`src/rtl/game_state_ctrl_if.sv`:
```
// Handshake and status bundle between the penalty-game controller and its host.
// The master drives the user/link/kick inputs; the slave (the controller) drives state and scores.
interface game_state_ctrl_if #(
  parameter int CNT_W   = 5,
  parameter int SCORE_W = 4
);
  logic               left_clicked;
  logic               solo_enable;
  logic               connect_ok;
  logic               host_first;
  logic               kick_done;
  logic               goal;
  logic [2:0]         game_state;
  logic               game_mode;
  logic [CNT_W-1:0]   kick_cnt;
  logic [SCORE_W-1:0] score_own;
  logic [SCORE_W-1:0] score_opp;
  logic               draw;

  modport master (
    output left_clicked, solo_enable, connect_ok, host_first, kick_done, goal,
    input  game_state, game_mode, kick_cnt, score_own, score_opp, draw
  );

  modport slave (
    input  left_clicked, solo_enable, connect_ok, host_first, kick_done, goal,
    output game_state, game_mode, kick_cnt, score_own, score_opp, draw
  );
endinterface

```
`src/rtl/game_state_ctrl.sv`:
```
// Penalty-shootout game controller: SOLO keeper mode against a fixed target, or MULTI
// alternating kicks against a peer with sudden death, draw detection and idle return.
module game_state_ctrl #(
  parameter int ROUNDS       = 5,
  parameter int WIN_SCORE    = 3,
  parameter int MAX_SD       = 5,
  parameter int IDLE_TIMEOUT = 1000,
  parameter int CNT_W        = 5,
  parameter int SCORE_W      = 4
) (
  input  logic             clk,
  input  logic             rst,
  game_state_ctrl_if.slave bus
);

  localparam int IDLE_W = $clog2(IDLE_TIMEOUT + 1);

  localparam logic [CNT_W-1:0]   SOLO_LAST = CNT_W'(ROUNDS);
  localparam logic [CNT_W-1:0]   REG_LAST  = CNT_W'(2 * ROUNDS);
  localparam logic [CNT_W-1:0]   SD_LAST   = CNT_W'(2 * (ROUNDS + MAX_SD));
  localparam logic [SCORE_W-1:0] WIN_MIN   = SCORE_W'(WIN_SCORE);
  localparam logic [IDLE_W-1:0]  IDLE_LAST = IDLE_W'(IDLE_TIMEOUT - 1);

  typedef enum logic [2:0] {
    ST_START   = 3'd0,
    ST_KEEPER  = 3'd1,
    ST_SHOOTER = 3'd2,
    ST_WINNER  = 3'd3,
    ST_LOSER   = 3'd4
  } state_e;

  typedef enum logic {
    MODE_MULTI = 1'b0,
    MODE_SOLO  = 1'b1
  } mode_e;

  state_e             state_q, state_d;
  mode_e              mode_q, mode_d;
  logic [CNT_W-1:0]   cnt_q, cnt_d, cnt_nx;
  logic [SCORE_W-1:0] own_q, own_d, own_nx;
  logic [SCORE_W-1:0] opp_q, opp_d, opp_nx;
  logic [IDLE_W-1:0]  idle_q, idle_d;
  logic               draw_q, draw_d;
  logic               link_lost;

  // Counts as they would stand after the kick resolving this cycle; SOLO scores saves.
  assign cnt_nx = cnt_q + CNT_W'(1);
  assign own_nx = own_q + SCORE_W'((mode_q == MODE_SOLO) ? !bus.goal
                                                         : (state_q == ST_SHOOTER && bus.goal));
  assign opp_nx = opp_q + SCORE_W'(mode_q == MODE_MULTI && state_q == ST_KEEPER && bus.goal);

  assign link_lost = (mode_q == MODE_MULTI) && !bus.connect_ok && (state_q != ST_START);

  always_comb begin
    // NOTE: every variable gets a default before any branch, so no path can infer a latch.
    state_d = state_q;
    mode_d  = mode_q;
    cnt_d   = cnt_q;
    own_d   = own_q;
    opp_d   = opp_q;
    idle_d  = '0;
    draw_d  = 1'b0;

    if (state_q == ST_START) mode_d = mode_e'(bus.solo_enable);

    if (link_lost) begin
      state_d = ST_START;
      cnt_d   = '0;
      own_d   = '0;
      opp_d   = '0;
    end else begin
      case (state_q)
        ST_START: begin
          if (bus.left_clicked && (bus.solo_enable || bus.connect_ok)) begin
            state_d = (!bus.solo_enable && bus.host_first) ? ST_SHOOTER : ST_KEEPER;
            cnt_d   = '0;
            own_d   = '0;
            opp_d   = '0;
          end
        end

        ST_KEEPER, ST_SHOOTER: begin
          if (bus.kick_done) begin
            cnt_d = cnt_nx;
            own_d = own_nx;
            opp_d = opp_nx;
            if (mode_q == MODE_SOLO) begin
              if (cnt_nx == SOLO_LAST) state_d = (own_nx >= WIN_MIN) ? ST_WINNER : ST_LOSER;
            end else if (!cnt_nx[0] && cnt_nx >= REG_LAST && own_nx != opp_nx) begin
              state_d = (own_nx > opp_nx) ? ST_WINNER : ST_LOSER;
            end else if (cnt_nx == SD_LAST) begin
              state_d = ST_START;
              draw_d  = 1'b1;
            end else begin
              state_d = (state_q == ST_KEEPER) ? ST_SHOOTER : ST_KEEPER;
            end
          end
        end

        ST_WINNER, ST_LOSER: begin
          if (bus.left_clicked || idle_q == IDLE_LAST) state_d = ST_START;
          else                                         idle_d  = idle_q + IDLE_W'(1);
        end

        default: state_d = ST_START;
      endcase
    end
  end

  // NOTE: reset is synchronous, so it wins only at a clock edge and a kick in that cycle is lost.
  always_ff @(posedge clk) begin
    if (rst) begin
      state_q <= ST_START;
      mode_q  <= MODE_MULTI;
      cnt_q   <= '0;
      own_q   <= '0;
      opp_q   <= '0;
      idle_q  <= '0;
      draw_q  <= 1'b0;
    end else begin
      // NOTE: non-blocking updates keep every register reading pre-edge values.
      state_q <= state_d;
      mode_q  <= mode_d;
      cnt_q   <= cnt_d;
      own_q   <= own_d;
      opp_q   <= opp_d;
      idle_q  <= idle_d;
      draw_q  <= draw_d;
    end
  end

  assign bus.game_state = state_q;
  assign bus.game_mode  = mode_q;
  assign bus.kick_cnt   = cnt_q;
  assign bus.score_own  = own_q;
  assign bus.score_opp  = opp_q;
  assign bus.draw       = draw_q;

endmodule

```
`src/flat_wrapper.sv`:
```
// flat-port wrapper written by rule: the top's interface ports become plain ports
module game_state_ctrl_flat 
#(
  parameter int ROUNDS       = 5,
  parameter int WIN_SCORE    = 3,
  parameter int MAX_SD       = 5,
  parameter int IDLE_TIMEOUT = 1000,
  parameter int CNT_W        = 5,
  parameter int SCORE_W      = 4
)
  (clk, rst, bus_left_clicked, bus_solo_enable, bus_connect_ok, bus_host_first, bus_kick_done, bus_goal, bus_game_state, bus_game_mode, bus_kick_cnt, bus_score_own, bus_score_opp, bus_draw);
  game_state_ctrl_if #(.CNT_W(CNT_W), .SCORE_W(SCORE_W)) bus_i ();
  input  logic clk;
  input  logic rst;
  input wire logic [$bits(bus_i.left_clicked)-1:0] bus_left_clicked;
  input wire logic [$bits(bus_i.solo_enable)-1:0] bus_solo_enable;
  input wire logic [$bits(bus_i.connect_ok)-1:0] bus_connect_ok;
  input wire logic [$bits(bus_i.host_first)-1:0] bus_host_first;
  input wire logic [$bits(bus_i.kick_done)-1:0] bus_kick_done;
  input wire logic [$bits(bus_i.goal)-1:0] bus_goal;
  output wire logic [$bits(bus_i.game_state)-1:0] bus_game_state;
  output wire logic [$bits(bus_i.game_mode)-1:0] bus_game_mode;
  output wire logic [$bits(bus_i.kick_cnt)-1:0] bus_kick_cnt;
  output wire logic [$bits(bus_i.score_own)-1:0] bus_score_own;
  output wire logic [$bits(bus_i.score_opp)-1:0] bus_score_opp;
  output wire logic [$bits(bus_i.draw)-1:0] bus_draw;
  assign bus_i.left_clicked = bus_left_clicked;
  assign bus_i.solo_enable = bus_solo_enable;
  assign bus_i.connect_ok = bus_connect_ok;
  assign bus_i.host_first = bus_host_first;
  assign bus_i.kick_done = bus_kick_done;
  assign bus_i.goal = bus_goal;
  assign bus_game_state = bus_i.game_state;
  assign bus_game_mode = bus_i.game_mode;
  assign bus_kick_cnt = bus_i.kick_cnt;
  assign bus_score_own = bus_i.score_own;
  assign bus_score_opp = bus_i.score_opp;
  assign bus_draw = bus_i.draw;
  game_state_ctrl #(.ROUNDS(ROUNDS), .WIN_SCORE(WIN_SCORE), .MAX_SD(MAX_SD), .IDLE_TIMEOUT(IDLE_TIMEOUT), .CNT_W(CNT_W), .SCORE_W(SCORE_W)) u_core (.clk(clk), .rst(rst), .bus(bus_i));
endmodule
```
`config.mk`:
```
export PLATFORM = sky130hd
export DESIGN_NAME = game_state_ctrl_flat
export DESIGN_NICKNAME = d
export VERILOG_FILES = /design/src/rtl/game_state_ctrl_if.sv /design/src/rtl/game_state_ctrl.sv /design/src/flat_wrapper.sv
export SDC_FILE = /design/constraint.sdc
export NUM_CORES = 1
export LEC_CHECK = 0
export CORE_MARGIN = 3
export CORE_UTILIZATION = 45
export DETAILED_ROUTE_END_ITERATION = 7
export DONT_BUFFER_PORTS = 1
export PLACE_DENSITY = 0.62
export RECOVER_POWER = 25
export SYNTH_ARGS = -nofsm -noshare
export SYNTH_HDL_FRONTEND = slang
export SYNTH_SLANG_ARGS = --single-unit
```
`constraint.sdc`:
```
create_clock -name clk -period 2.5 [get_ports clk]
set_input_delay 0.375 -clock clk [delete_from_list [all_inputs] [get_ports clk]]
set_output_delay 0.375 -clock clk [all_outputs]
set_load 0.02 [all_outputs]
```
Yosys cells after proc, flatten, opt, wreduce, memory -nomap -nowiden

Cells that the tools add are included.
W data, S select, Z words.

Flip-flop bits (word level): 28
Word-level logic and storage cells: 77

Add/sub/neg operators: 4
$lt $le $gt $ge: 3
Equal/unequal tests: 12
Multiplexer cells: 22
Bitwise logic cells: 4
Reductions and logical operators: 25

Operators by type and width:

| operator                | number |
|---|---|
| $mux W3                 | 9 |
| $pmux W4 S2             | 2 |
| $mux W4                 | 3 |
| $add A10 B1 Y10 const B | 1 |
| $eq A10 B10 Y1 const B  | 1 |
| $mux W5                 | 2 |
| $pmux W5 S2             | 1 |
| $logic_and A1 B1 Y1     | 9 |
| $pmux W3 S3             | 1 |
| $eq A3 B2 Y1 const B    | 2 |
| $reduce_or A2 Y1        | 3 |
| $reduce_or A6 Y1        | 1 |
| $add A5 B1 Y5 const B   | 1 |
| $eq A5 B3 Y1 const B    | 1 |
| $eq A5 B5 Y1 const B    | 1 |
| $ge A5 B4 Y1 const B    | 1 |
| $add A4 B1 Y4           | 1 |
| $add A4 B4 Y4           | 1 |
| $ge A4 B2 Y1 const B    | 1 |
| $gt A4 B4 Y1            | 1 |
| $logic_not A1 Y1        | 4 |
| $mux W2                 | 2 |
| $ne A2 B2 Y1 const B    | 2 |
| $ne A4 B4 Y1            | 1 |
| 13 further kinds        | 18 |

Logic depth before layout (Yosys ltp)

Depth in word-level cells: 10
Depth in mapped cells: 16

Worst setup path before layout

OpenSTA, ideal clock, no wires.

Kind: register to register
From: register u_core.mode_q, in the netlist u_core.bus.game_mode
To: register u_core.state_q[0], in the netlist u_core.bus.game_state[0]
Arrival time: 2.552 ns
Slack: -0.173 ns
Stages on the path, launching flop included: 16
Path through: dfxtp_1 inv_1 nand2_1 nor3_1 nand2_1 o21ai_0 ha_1 ha_1 xor2_1 ha_1 nand4_1 o211ai_1 o22ai_1 a31oi_1 nor2b_4 a221o_1

Longest elaborated chain between the ends: 10

RTL lines:

| item                                           | line                                         | text |
|---|---|---|
| from (decl)                                    | game_state_ctrl.sv:38                        | `mode_e mode_q, mode_d;` |
| from (signal assigned)                         | game_state_ctrl.sv:123                       | `mode_q <= mode_d;` |
| $not A1 Y1                                     | game_state_ctrl.sv:50, game_state_ctrl.sv:52 |  |
| $logic_and A1 B1 Y1 (2 in series)              | game_state_ctrl.sv:50                        | `assign opp_nx = opp_q + SCORE_W'(mode_q == MODE_MULTI && state_q == ST_KEEPER && bus.goal);` |
| $add A4 B1 Y4                                  | game_state_ctrl.sv:50                        |  |
| $gt A4 B4 Y1 or $ne A4 B4 Y1 (tied branches)   | game_state_ctrl.sv:90, game_state_ctrl.sv:89 |  |
| $mux W3 or $logic_and A1 B1 Y1 (tied branches) | game_state_ctrl.sv:90, game_state_ctrl.sv:89 |  |
| $mux W3                                        | game_state_ctrl.sv:89                        | `end else if (!cnt_nx[0] && cnt_nx >= REG_LAST && own_nx != opp_nx) begin` |
| $mux W3                                        | game_state_ctrl.sv:87                        | `if (mode_q == MODE_SOLO) begin` |
| $mux W3                                        | game_state_ctrl.sv:83                        | `if (bus.kick_done) begin` |
| $pmux W3 S3                                    | game_state_ctrl.sv:72                        | `case (state_q)` |
| to (signal assigned)                           | game_state_ctrl.sv:122                       | `state_q <= state_d;` |
| to (decl)                                      | game_state_ctrl.sv:37                        | `state_e state_q, state_d;` |

Several ways; a longest one is shown, not always the timed one. The select of a mux whose other input is x is not followed.
A chain may end at the register's enable or synchronous reset.

Final worst setup path

Ends and elaborated chain as after synthesis.

==> out/metrics.cfg <==
[status]
status=complete, but fails checks
violations=negative setup slack

[routing]
final_antenna_net_count=0
first_pass_iters=4
vias=1444
drc_errors=0
wirelength_um=3810
drt_iter0_drc=85
viasPerCell=5.39
drt-wirelength-per-cell_um=14.2

[worst_setup_path]
cp_slowest_cell=dfxtp_4
path_depth=15
cp-endpoint=u_core.bus.game_state[0]
r2r_cells=15
cpPeakStageDelay_ns=0.37
cp-end-kind=flip-flop
path_common_cell=nand2_1
worstPathCellList=inv_2, nand2_2, nor3_2, nand2_1, o21ai_2, ha_2, ha_4, xor2_2, ha_1, nand4_1, nand2_1, o22ai_2, a31oi_2, nor2b_4, a221o_1
path_delay_family=compound AO/OA/AOI/OAI gates
r2r_slack_ns=-0.13
crit_buf_inv=1
rr_endpoint=u_core.bus.game_state[0]
path_class=reg -> reg
critPathArrivalTime_ns=2.87
crit_path_start_kind=flip-flop
cp-startpoint=u_core.bus.game_mode
path_max_fanout=2
r2r_start=u_core.bus.game_mode
required_ns=2.74

[pwr]
total_power_uw=888
p_per_area_mw_per_mm2=455
power.leakage_nw=0.746
max-vdd-ir-drop_uv=173

[global_route]
grt_pass1_vias=1427
grt_first_pass_wirelength_um=6540
gr-total-overflow=0
grt_max_degree=16
antenna_found_initial=0
track_usage_pct=19.1

[sta]
max-slew-margin-rel_pct=70.1
worst_pin_slew_ns=0.449
hold_viol_final=0
rsz0062_at_grt=yes
report.final.slew_viol_count=0
fmax_ghz=0.380
post-route-min-period_ns=2.63
setup_violations=2
skew_ns=0.00561
setup_slack_ns=-0.132
finalCritPeriodShare_pct=105
hold_slack_ns=0.103

[clocking]
cts-root-buf=clkbuf_4
clk_path_buf_depth=2
path_clk_slew_ns=0.15
clock_latency_ns=0.33
cts_made_buffers=3
ctsHoldBuffers=0
cts_tree=yes
htree_levels=1
cts_sinks=28

[yosys]
syn_inst=201
synth_top_area_cell=dfxtp_1
synthArstFlopShare_pct=0
synth_edf_count=0
ys_ff_latch=28
ys_types=39
syn_area_mm2=0.00162
yosysSeqAreaShare_pct=34.6
syn_nets=222
synthTopCellsByArea=dfxtp_1 35%, ha_1 10%, nor2_1 8.6%
ys.flop_type=dfxtp_1
synth.avg_cell_area_um2=8.06
ys_warn_count=0
yosys.area.top_type_share_pct=34.6

[finish]
fin_area_mm2=0.00195
layout-drive-gt1-share_pct=24.8
fin_nets=245
diodes=0
nFillCells=301
area_delta_synth_final_pct=20.5
final_util_pct=57.6

[placed_design]
dp_hpwl_um=2880
dp_slack_ns=-0.219
placed_cell_area_mm2=0.00182
io_buffers=0
place_congestion=0.782

[floorplanning]
die_w_um=66.0
core_area_mm2=0.00339
die_area_mm2=0.00436
initial_utilization_pct=47.8
num_rows=21
die_h_um=66.0
io_pins=26

[worst_hold_path]
hp-class=in -> reg
holdCritStartpoint=rst

[job]
max_cap_violations=0

final cells by class:
class	instances	area, um^2	area share (%)
multi-input cells	156	1080	55.5
flip-flops and latches	28	571	29.2
repair buffers	24	176	9.04
well taps	46	57.6	2.95
inverters	11	41.3	2.12
clock buffers	3	22.5	1.15
flip-flops by register name (all words and copies together), names as in the netlist:
| register | flops |
|---|---|
| u_core.bus.draw | 1 |
| u_core.bus.score_own | 4 |
| u_core.bus.game_state | 3 |
| u_core.bus.game_mode | 1 |
| u_core.bus.kick_cnt | 5 |
| u_core.idle_q | 10 |
| u_core.bus.score_opp | 4 |
Yosys cell counts (2+ instances only):
master    number
nor2_1        37
dfxtp_1       28
nand2_1       15
ha_1          13
a21oi_1       11
inv_1         11
o21ai_0       11
xor2_1        11
nand3_1        7
a22oi_1        6
xnor2_1        6
nor3_1         4
clkbuf_1       3
nand2b_1       3
nand3b_1       3
a221o_1        2
a31oi_1        2
and2_1         2
and3_1         2
nor2b_1        2
o22ai_1        2
or3_1          2
or3_4          2
report_power, final:
part	switching (mW)	internal, mW
logic	0.138	0.0901
clock network	0.135	0.0568
registers	0.0113	0.457
total	0.284	0.604
worst min path at each step:
stage | end | depth (start not counted)
final | u_core.bus.game_mode | 1
after global routing | u_core.bus.game_mode | 1
after CTS | u_core.bus.game_mode | 1
after detailed placement | u_core.idle_q[0] | 1
after global placement | u_core.idle_q[0] | 1
after floorplan | u_core.idle_q[0] | 1
logic make-up (layout without fill, tap and decap cells):
group	after synthesis	count (layout)	share of synthesized area, %
adder cells (fa/ha/maj)	14	14	10.7
buffers and inverters	17	38	4.71
AND/OR/NAND/NOR	86	86	26.1
flip-flops	28	28	34.6
AO/OA/AOI/OAI	39	39	14.7
XOR/XNOR	17	17	9.19
through the flow:
stage,cells,setup TNS (ns)
2_1_floorplan,201,-0.0821
3_3_place_gp,260,-0.108
3_5_place_dp,260,-0.447
4_1_cts,266,-0.269
5_1_grt,268,-0.572
6_report,268,-0.232
cells in the final DEF (no fill, tap or decap), drive strengths merged:
cell / n
nor2: 37
dfxtp: 28
buf: 23
nand2: 15
ha: 13
a21oi: 11
inv: 11
xor2: 11
o21ai: 11
nand3: 7
xnor2: 6
a22oi: 6
nor3: 4
clkbuf: 4
or3: 4
nand2b: 3
nand3b: 3
nor2b: 3
and2: 2
o22ai: 2
a221o: 2
or3b: 2
a31oi: 2
and3: 2
a21o: 1
maj3: 1
a211oi: 1
a41oi: 1
nand4: 1
or2: 1
o211ai: 1
o21a: 1
nor4: 1
nor4b: 1
what timing repair did:
item | in CTS | in global routing
cloned | 0 | 0
pin swaps | 10 | 7
resized for setup | 8 | 8
setup buffers | 4 | 2
setup endpoints to repair | 3 | 4
metal layers:
metal	track usage [%]	part of all wire, %	up-vias
li1	-	-	732
met1	26.5	48	684
met2	30.3	46	25
met3	3.40	5.0	3
met4	5.58	0.92	0
met5	0	0	-
Power figures use the tool's default switching activity.
